===== config.mk =====
export PLATFORM = sky130hd
export DESIGN_NAME = deskew_ctrl_rx
export DESIGN_NICKNAME = d
export VERILOG_FILES = /design/src/rtl/pcs_pkg.sv /design/src/rtl/deskew_arrival.sv /design/src/rtl/deskew_ctrl_rx.sv
export SDC_FILE = /design/constraint.sdc
export NUM_CORES = 1
export LEC_CHECK = 0
export BUFFER_PORTS_ARGS = -buffer_cell sky130_fd_sc_hd__buf_2
export CAP_MARGIN = 0
export CORE_ASPECT_RATIO = 1.75
export CORE_UTILIZATION = 45
export DETAILED_ROUTE_END_ITERATION = 6
export PLACE_DENSITY = 0.68
export SLEW_MARGIN = 5
export SYNTH_ARGS = -nofsm -noshare
export SYNTH_HDL_FRONTEND = slang
export SYNTH_HIERARCHICAL = 1
export SYNTH_SLANG_ARGS = --single-unit
export TNS_END_PERCENT = 30

===== constraint.sdc =====
create_clock -name clk -period 10.7 [get_ports clk]
set_input_delay 2.14 -clock clk [delete_from_list [all_inputs] [get_ports clk]]
set_output_delay 2.14 -clock clk [all_outputs]
set_load 0.005 [all_outputs]

===== src/rtl/pcs_pkg.sv =====
// pcs_pkg: lane count, skew limits and state type for the PCS receive deskew control
package pcs_pkg;
  localparam int LANE_N = 4;
  localparam int BLOCK_W = 66;
  localparam int MAX_SKEW_BIT_N = 1856;
  localparam int MAX_SKEW_BLK_N = (MAX_SKEW_BIT_N - BLOCK_W - 1) / BLOCK_W;
  localparam int DELAY_W = $clog2(MAX_SKEW_BLK_N + 1);
  typedef enum logic [1:0] {WAIT_LOCK, MEASURE, ALIGNED} deskew_state_t;
endpackage


===== src/rtl/deskew_arrival.sv =====
// deskew_arrival: per-lane marker arrival capture with duplicate detect
module deskew_arrival
  import pcs_pkg::*;
(
  input  logic               clk,
  input  logic               nreset,
  input  logic               clear_i,
  input  logic               mk_i,
  input  logic [DELAY_W-1:0] cnt_i,
  output logic               seen_o,
  output logic [DELAY_W-1:0] arr_o,
  output logic               dup_o
);
  logic               seen_q;
  logic [DELAY_W-1:0] arr_q;
  // seen/arr include this cycle's marker so a window can close on its last marker
  assign seen_o = seen_q | mk_i;
  assign arr_o = mk_i ? cnt_i : arr_q;
  assign dup_o = seen_q & mk_i;
  always_ff @(posedge clk or negedge nreset)
    if (!nreset) begin
      seen_q <= 1'b0;
      arr_q <= '0;
    end else begin
      seen_q <= clear_i ? 1'b0 : seen_o;
      arr_q <= clear_i ? '0 : arr_o;
    end
endmodule


===== src/rtl/deskew_ctrl_rx.sv =====
// deskew_ctrl_rx: lock/measure/aligned control for the PCS receive deskew buffer
module deskew_ctrl_rx
  import pcs_pkg::*;
(
  input  logic                      clk,
  input  logic                      nreset,
  input  logic [LANE_N-1:0]         valid_i,
  input  logic [LANE_N-1:0]         am_lock_v_i,
  input  logic [LANE_N-1:0]         am_v_i,
  output logic [LANE_N*DELAY_W-1:0] delay_o,
  output logic                      delay_v_o,
  output logic                      align_status_o,
  output logic                      deskew_err_o
);
  deskew_state_t state_q, state_d;
  logic [DELAY_W-1:0] cnt_q, cnt_d, arr_max;
  logic open_q, open_d, err_q;
  logic [LANE_N*DELAY_W-1:0] delay_q, delay_d, ref_q, arr;
  logic [LANE_N-1:0] mk, seen, dup;
  logic lock, active, open_now, tout, done, err, clear, store;
  assign lock = &am_lock_v_i;
  assign active = lock && state_q != WAIT_LOCK;
  assign mk = am_v_i & valid_i & {LANE_N{active}};
  assign open_now = open_q | (|mk);
  assign tout = cnt_q > DELAY_W'(MAX_SKEW_BLK_N);
  assign done = active && open_now && (&seen) && !(|dup) && !tout;
  assign err = active && ((|dup) || tout || (done && state_q == ALIGNED && arr != ref_q));
  assign clear = !active || err || done;
  assign store = done && state_q == MEASURE;
  assign cnt_d = clear ? '0 : cnt_q + DELAY_W'(open_now & (&valid_i));
  assign open_d = !clear && open_now;
  for (genvar i = 0; i < LANE_N; i++) begin : g_lane
    deskew_arrival u_arr (
      .clk(clk),
      .nreset(nreset),
      .clear_i(clear),
      .mk_i(mk[i]),
      .cnt_i(cnt_q),
      .seen_o(seen[i]),
      .arr_o(arr[i*DELAY_W +: DELAY_W]),
      .dup_o(dup[i])
    );
  end
  always_comb begin
    arr_max = '0;
    for (int k = 0; k < LANE_N; k++)
      arr_max = arr[k*DELAY_W +: DELAY_W] > arr_max ? arr[k*DELAY_W +: DELAY_W] : arr_max;
    delay_d = '0;
    for (int k = 0; k < LANE_N; k++)
      delay_d[k*DELAY_W +: DELAY_W] = arr_max - arr[k*DELAY_W +: DELAY_W];
  end
  // lock loss outranks both errors and a completing window
  always_comb
    state_d = !lock ? WAIT_LOCK
            : (state_q == WAIT_LOCK || err) ? MEASURE
            : done ? ALIGNED : state_q;
  always_ff @(posedge clk or negedge nreset)
    if (!nreset) begin
      state_q <= WAIT_LOCK;
      cnt_q <= '0;
      open_q <= 1'b0;
      delay_q <= '0;
      ref_q <= '0;
      err_q <= 1'b0;
    end else begin
      state_q <= state_d;
      cnt_q <= cnt_d;
      open_q <= open_d;
      err_q <= err;
      if (store) begin
        delay_q <= delay_d;
        ref_q <= arr;
      end
    end
  assign delay_o = delay_q;
  assign delay_v_o = state_q == ALIGNED;
  assign align_status_o = state_q == ALIGNED;
  assign deskew_err_o = err_q;
endmodule

* After elaboration in Yosys (flattened, before gate mapping)
Cells that the tools add are included.
** Word-level totals
- Bits in registers :: 73
- Bits of input ports :: 14
- Logic and storage cells :: 86
** Operators by class
- Add/subtract/negate cells :: 5
- Order comparisons :: 5
- Equal/unequal tests :: 4
- Muxes and demuxes :: 20
- Bitwise operators :: 12
- Reductions and logical operators :: 26
** Operator list (count)
- 2-to-1 mux 5 bit :: 13
- != test 20 bit :: 1
- subtractor 5 bit :: 4
- greater-than comparator 5 bit :: 3
- AND reduction 4 bit :: 3
- logical AND 1 bit :: 10
- AND 4 bit :: 2
- OR reduction 4 bit :: 2
- 2-to-1 mux 2 bit :: 3
- adder 5 x 1 -> 5 bit :: 1
- AND 1 bit :: 5
- greater-than comparator 5 x 1 -> 1 bit, second input constant :: 1
- greater-than comparator 5 bit, second input constant :: 1
- logical OR 1 bit :: 5
- OR 1 bit :: 5
- logical NOT 1 bit :: 4
- 2-to-1 mux 1 bit :: 4
- != test 3 x 1 -> 1 bit, second input constant :: 1
- == test 2 x 1 -> 1 bit, second input constant :: 1
- == test 2 bit, second input constant :: 1
- logical NOT 2 bit :: 1
- nonzero test 2 bit :: 1

* Depth between registers and ports, before layout
- Word-level depth :: 17
- Gate-level depth with buffers :: 31
- Gate-level depth less buffers :: 29

* Modules after synthesis
The synthesis kept the hierarchy.
** Modules (own cells, without submodules)
- deskew_ctrl_rx :: instances 1, cells each 369, area an instance 3355.7 µm², sequential area each 1226.2 µm²
- deskew_arrival :: instances 4, cells each 20, area an instance 286.5 µm², sequential area each 150.1 µm²

* Worst setup path after synthesis
No wires, ideal clock.
- Path type :: input to register
- Start :: in am_lock_v_i[2]
- End :: reg delay_q[14] (netlist: delay_o[14])
- Arrival time :: 8.608 ns
- Required time :: 10.618 ns
- Slack :: 2.011 ns
- Cell stages on the path :: 27
- Cells stage by stage :: and4_1 -> o21ai_0 -> nor2_1 -> buf_6 -> mux2_4 -> ha_1 -> nand4_1 -> o221ai_1 -> mux2i_1 -> ha_1 -> and3_1 -> a211oi_1 -> and2_1 -> a31oi_1 -> mux2_2 -> ha_1 -> and4_1 -> a21oi_1 -> o31a_1 -> clkbuf_1 -> o21ai_0 -> fa_1 -> a21o_1 -> a21oi_1 -> xnor2_1 -> or3_1 -> a31oi_1
** On the way
- Elaborated cells on any way between the ends :: 34
- Classes of those cells :: add/sub (1); order compare (4); mux (8); bitwise (10); reduce/logical (11)
** RTL lines
- from (decl) :: RTL line deskew_ctrl_rx.sv:8 : input logic [LANE_N-1:0] am_lock_v_i,
- AND reduction 4 bit * :: RTL line deskew_ctrl_rx.sv:21 : assign lock = &am_lock_v_i;
- logical AND 1 bit * :: RTL line deskew_ctrl_rx.sv:22 : assign active = lock && state_q != WAIT_LOCK;
- AND 4 bit * :: RTL line deskew_ctrl_rx.sv:23 : assign mk = am_v_i & valid_i & {LANE_N{active}};
- named net mk[1] :: RTL line deskew_ctrl_rx.sv:19 : logic [LANE_N-1:0] mk, seen, dup;
- 2-to-1 mux 5 bit * :: RTL line deskew_arrival.sv:18 : assign arr_o = mk_i ? cnt_i : arr_q;
- named net arr[9] :: RTL line deskew_ctrl_rx.sv:18 : logic [LANE_N*DELAY_W-1:0] delay_q, delay_d, ref_q, arr;
- greater-than comparator 5 bit :: RTL line deskew_ctrl_rx.sv:47 : arr_max = arr[k*DELAY_W +: DELAY_W] > arr_max ? arr[k*DELAY_W +: DELAY_W] : arr_max;
- 2-to-1 mux 5 bit * :: RTL line deskew_ctrl_rx.sv:47
- greater-than comparator 5 bit :: RTL line deskew_ctrl_rx.sv:47
- 2-to-1 mux 5 bit * :: RTL line deskew_ctrl_rx.sv:47
- greater-than comparator 5 bit :: RTL line deskew_ctrl_rx.sv:47
- 2-to-1 mux 5 bit * :: RTL line deskew_ctrl_rx.sv:47
- subtractor 5 bit * :: RTL line deskew_ctrl_rx.sv:50 : delay_d[k*DELAY_W +: DELAY_W] = arr_max - arr[k*DELAY_W +: DELAY_W];
- to (signal assigned) :: RTL line deskew_ctrl_rx.sv:71 : delay_q <= delay_d;
- to (decl) :: RTL line deskew_ctrl_rx.sv:18
Mark *: on every way through the listed nets, which the timed path passes. The rest lies on a longest branch.
A chain may end at the register's enable or synchronous reset.

* Final worst setup path
- Start :: in am_lock_v_i[2]
- End :: reg delay_q[9] (netlist: delay_o[9])
** On the way
- Elaborated cells on any way between the ends :: 34
- Classes of those cells :: add/sub (1); order compare (4); mux (8); bitwise (10); reduce/logical (11)
** RTL lines (RTL line)
- AND reduction 4 bit * :: deskew_ctrl_rx.sv:21
- logical AND 1 bit * :: deskew_ctrl_rx.sv:22
- AND 4 bit * :: deskew_ctrl_rx.sv:23
- named net mk[1] :: deskew_ctrl_rx.sv:19
- 2-to-1 mux 5 bit * :: deskew_arrival.sv:18
- named net arr[7] :: deskew_ctrl_rx.sv:18
- greater-than comparator 5 bit :: deskew_ctrl_rx.sv:47
- 2-to-1 mux 5 bit :: deskew_ctrl_rx.sv:47
- greater-than comparator 5 bit :: deskew_ctrl_rx.sv:47
- 2-to-1 mux 5 bit :: deskew_ctrl_rx.sv:47
- greater-than comparator 5 bit :: deskew_ctrl_rx.sv:47
- 2-to-1 mux 5 bit :: deskew_ctrl_rx.sv:47
- subtractor 5 bit * :: deskew_ctrl_rx.sv:50
Marks and branches as above.

==> reports/metrics.yaml <==
layout-drive-gt1-share: 0.165
cts_setup_buffers: 0
grt_max_degree: 74
initial_core_util: 0.460
fin_crit_sh: 0.917
remaining_drc_errors: 0
ir_worst_vdd_mv: 0.0856
yosys_register_bits: 73
crit_path_end_kind: "flop"
numCtsBuffers: 9
synth.avg_cell_area_um2: 10.0
die_x_um: 77.6
synth_seq_area_share: 0.406
fin_tns_setup_ns: 0
maxCapViolCount: 0
multi_input_area_um2: 2490
vias_per_cell: 5.40
die_area_um2: 10400
drt_iter0_drc: 259
startpoint_type: "input port"
cts_tree: "built"
nets: 532
boundaryPins: 37
outcome: "complete, no violations"
whs_ns: 0.472
clk-insertion-delay-late_ns: 0.34
fillers: 889
powerDensity_nw_per_um2: 113
netSwitchingPower_w: 0.000120
place_congestion: 0.874
min_period_ns: 9.81
first_global_vias: 3463
fmax_mhz: 102
cts-root-buf: "clkbuf_16"
min_path_cells: 2
relSlewSlack: 0.164
htree_levels: 3
row_count: 48
regArea_um2: 1830
synth.distinct_cells: 48
r2r_slack_ns: 2.58
p_leak_nw: 2.37
coreArea_um2: 9790
p_comb_frac: 0.018
die_y_um: 134
grt_overflow_total: 0
p_sw_frac: 0.211
rsz0062_at_grt: "no"
clk_pin_slew_worst_paths_ns: 0.05
area_growth_pct: 11.8
cts-resized-gates: 0
fin_skew_ns: 0.00481
worst_slew_pin_slew_ns: 1.25
drv_slew: 0
intPower_w: 0.000448
critPathCapture: "delay_o[9]"
cp-startpoint: "am_lock_v_i[2]"
timing.rr.end: "delay_o[9]"
antenna_found_initial: 0
dr_total_vias: 3301
io_buffers: 36
pwr-share-clk: 0.495
synth_edf_count: 0
cts_max_path_buffers: 2
syn-num-nets: 500
syn_area_um2: 4500
dpl.hpwl_um: 7810
crit_fanout: 13
r2r_start: "state_q[1]"
crit_type: "input port to flop"
finalHoldViolations: 0
critPathRequiredTime_ns: 10.95
ys.flop_type: "dfrtp_1"
r2r_cells: 26
ant_nets: 0
min_path_type: "flop to flop"
avgRoutedWirePerCell_um: 17.3
wl_um: 10500
insertedDiodeCount: 0
setup_viol: 0
grt_pass1_wl_um: 17200
ys_warn_count: 6
seq_power_share: 0.487
drtPass1Iterations: 4
synthCells: 449
cts_sinks: 73
critPathArrivalTime_ns: 10.07
grt_usage: 0.221
hold_buffers: 0
async_flop_share: 1.00
-- placed cells by master, fill, tap and decap left out, types with 3 or more instances in the layout --
master | synthesis | routed
a21o_1 | 8 | 8
a21oi_1 | 14 | 14
a31oi_1 | 4 | 4
and2_1 | 6 | 6
and3_1 | 5 | 5
and4_1 | 3 | 3
buf_2 | 2 | 35
buf_4 | 2 | 3
clkbuf_1 | 8 | 3
clkbuf_16 | 0 | 9
dfrtp_1 | 73 | 73
fa_1 | 4 | 4
ha_1 | 33 | 33
inv_1 | 23 | 23
mux2_2 | 5 | 5
mux2_4 | 20 | 20
mux2i_1 | 5 | 5
nand2_1 | 64 | 64
nand2b_1 | 3 | 3
nand3_1 | 4 | 4
nand4_1 | 5 | 5
nor2_1 | 17 | 17
nor2b_1 | 29 | 29
nor4_1 | 4 | 4
o21ai_0 | 39 | 39
or2_1 | 4 | 4
or3_1 | 3 | 3
xnor2_1 | 16 | 16
xor2_1 | 18 | 18
-- cell usage after synthesis (2+ instances only) --
cell type | number | area (µm²)
nand2_1 | 64 | 240
and2_1 | 6 | 37.5
ha_1 | 33 | 413
inv_1 | 23 | 86.3
o21ai_0 | 39 | 195
mux2_4 | 20 | 300
buf_6 | 5 | 56.3
and3_1 | 5 | 31.3
buf_2 | 2 | 10.0
mux2i_1 | 5 | 50.1
or2_1 | 4 | 25.0
a21o_1 | 8 | 60.1
a211oi_1 | 2 | 15.0
o211ai_1 | 2 | 15.0
nand4b_1 | 2 | 17.5
mux2_2 | 5 | 56.3
xnor2_1 | 16 | 140
a21oi_1 | 14 | 70.1
and4_1 | 3 | 26.3
or3_1 | 3 | 18.8
a211o_1 | 2 | 17.5
nor2_1 | 17 | 63.8
nand4_1 | 5 | 31.3
clkbuf_1 | 8 | 30.0
nor2b_1 | 29 | 181
nor4_1 | 4 | 25.0
nand2b_1 | 3 | 18.8
buf_4 | 2 | 15.0
fa_1 | 4 | 80.1
nand3_1 | 4 | 20.0
xor2_1 | 18 | 158
dfrtp_1 | 73 | 1830
a31oi_1 | 4 | 25.0
-- per-stage QoR --
stage / setup WS [ns] / total power, W / cell area, µm² / utilization / cells
global placement: 0.819 / 0.000292 / 4760 / 0.486 / 595
finish: 0.886 / 0.000568 / 5030 / 0.514 / 611
CTS: 0.978 / 0.000574 / 5030 / 0.514 / 611
global route: 0.518 / 0.000585 / 5030 / 0.514 / 611
floorplan: 2.01 / 0.000283 / 4500 / - / 449
detailed placement: 0.711 / 0.000292 / 4760 / 0.486 / 595
-- how the worst min path moves through the flow --
stage / to / start
6_report: delay_o[6] / delay_o[6]
5_1_grt: delay_o[10] / delay_o[10]
4_1_cts: delay_o[6] / delay_o[6]
3_5_place_dp: delay_o[6] / delay_o[6]
3_3_place_gp: delay_o[11] / delay_o[11]
2_1_floorplan: ref_q[19] / ref_q[19]
-- area by class of cell --
cell class                      instances  area share
Multi-Input combinational cell        336       0.495
Inverter                               23      0.0172
Clock buffer                           14      0.0525
Tap cell                              125      0.0311
Clock inverter                          2     0.00249
Sequential cell                        73       0.363
Timing Repair Buffer                   38      0.0393
-- metal layers --
layer  track usage  part of all wire  wire length, µm  up-vias
met5             0                 0                0        -
met4         0.134             0.048              501        0
met3        0.0395             0.027              282       30
met2         0.391              0.52             5520       70
met1         0.243              0.40             4240     1598
li1              -                 -                -     1603
-- state kept, by name, summed over array words and instances, names as in the netlist --
name,cells
cnt_q,5
open_q,1
state_q,2
delay_o,20
g_lane.u_arr/seen_q,4
deskew_err_o,1
ref_q,20
g_lane.u_arr/arr_q,20
-- power by group through the flow --
stage          sequential (W)  combinational (W)  clock [W]
2_1_floorplan        0.000281         0.00000155          0
3_3_place_gp         0.000281          0.0000102          0
3_5_place_dp         0.000281          0.0000105          0
4_1_cts              0.000276          0.0000105   0.000287
5_1_grt              0.000276          0.0000117   0.000297
6_report             0.000276          0.0000101   0.000281
-- worst max-delay path: stages --
cell	delay, ns
buf_2	0.08
and4_1	0.23
o21ai_0	0.21
nor2_1	0.68
mux2_4	0.40
ha_1	0.32
nand4_1	0.13
o221ai_1	0.27
mux2i_1	0.60
ha_1	0.37
and3_1	0.15
a211oi_1	0.39
and2_1	0.28
a31oi_1	0.12
mux2_2	0.33
ha_1	0.29
and4_1	0.20
a21oi_1	0.15
o31a_1	0.43
mux2i_1	0.40
ha_1	0.24
inv_1	0.07
fa_1	0.40
a21o_1	0.19
a21oi_1	0.31
xnor2_1	0.17
or3_1	0.32
a31oi_1	0.17
-- cells by family (layout without fill, tap and decap cells) --
group | Yosys count | in the layout | share of synthesized area
multiplexers | 30 | 30 | 0.0903
XOR/XNOR | 34 | 34 | 0.0661
flip-flops | 73 | 73 | 0.406
buffers and inverters | 40 | 77 | 0.0439
adder cells (fa/ha/maj) | 37 | 37 | 0.110
AND/OR/NAND/NOR | 153 | 153 | 0.174
AO/OA/AOI/OAI | 82 | 82 | 0.111
Power figures use the tool's default switching activity.
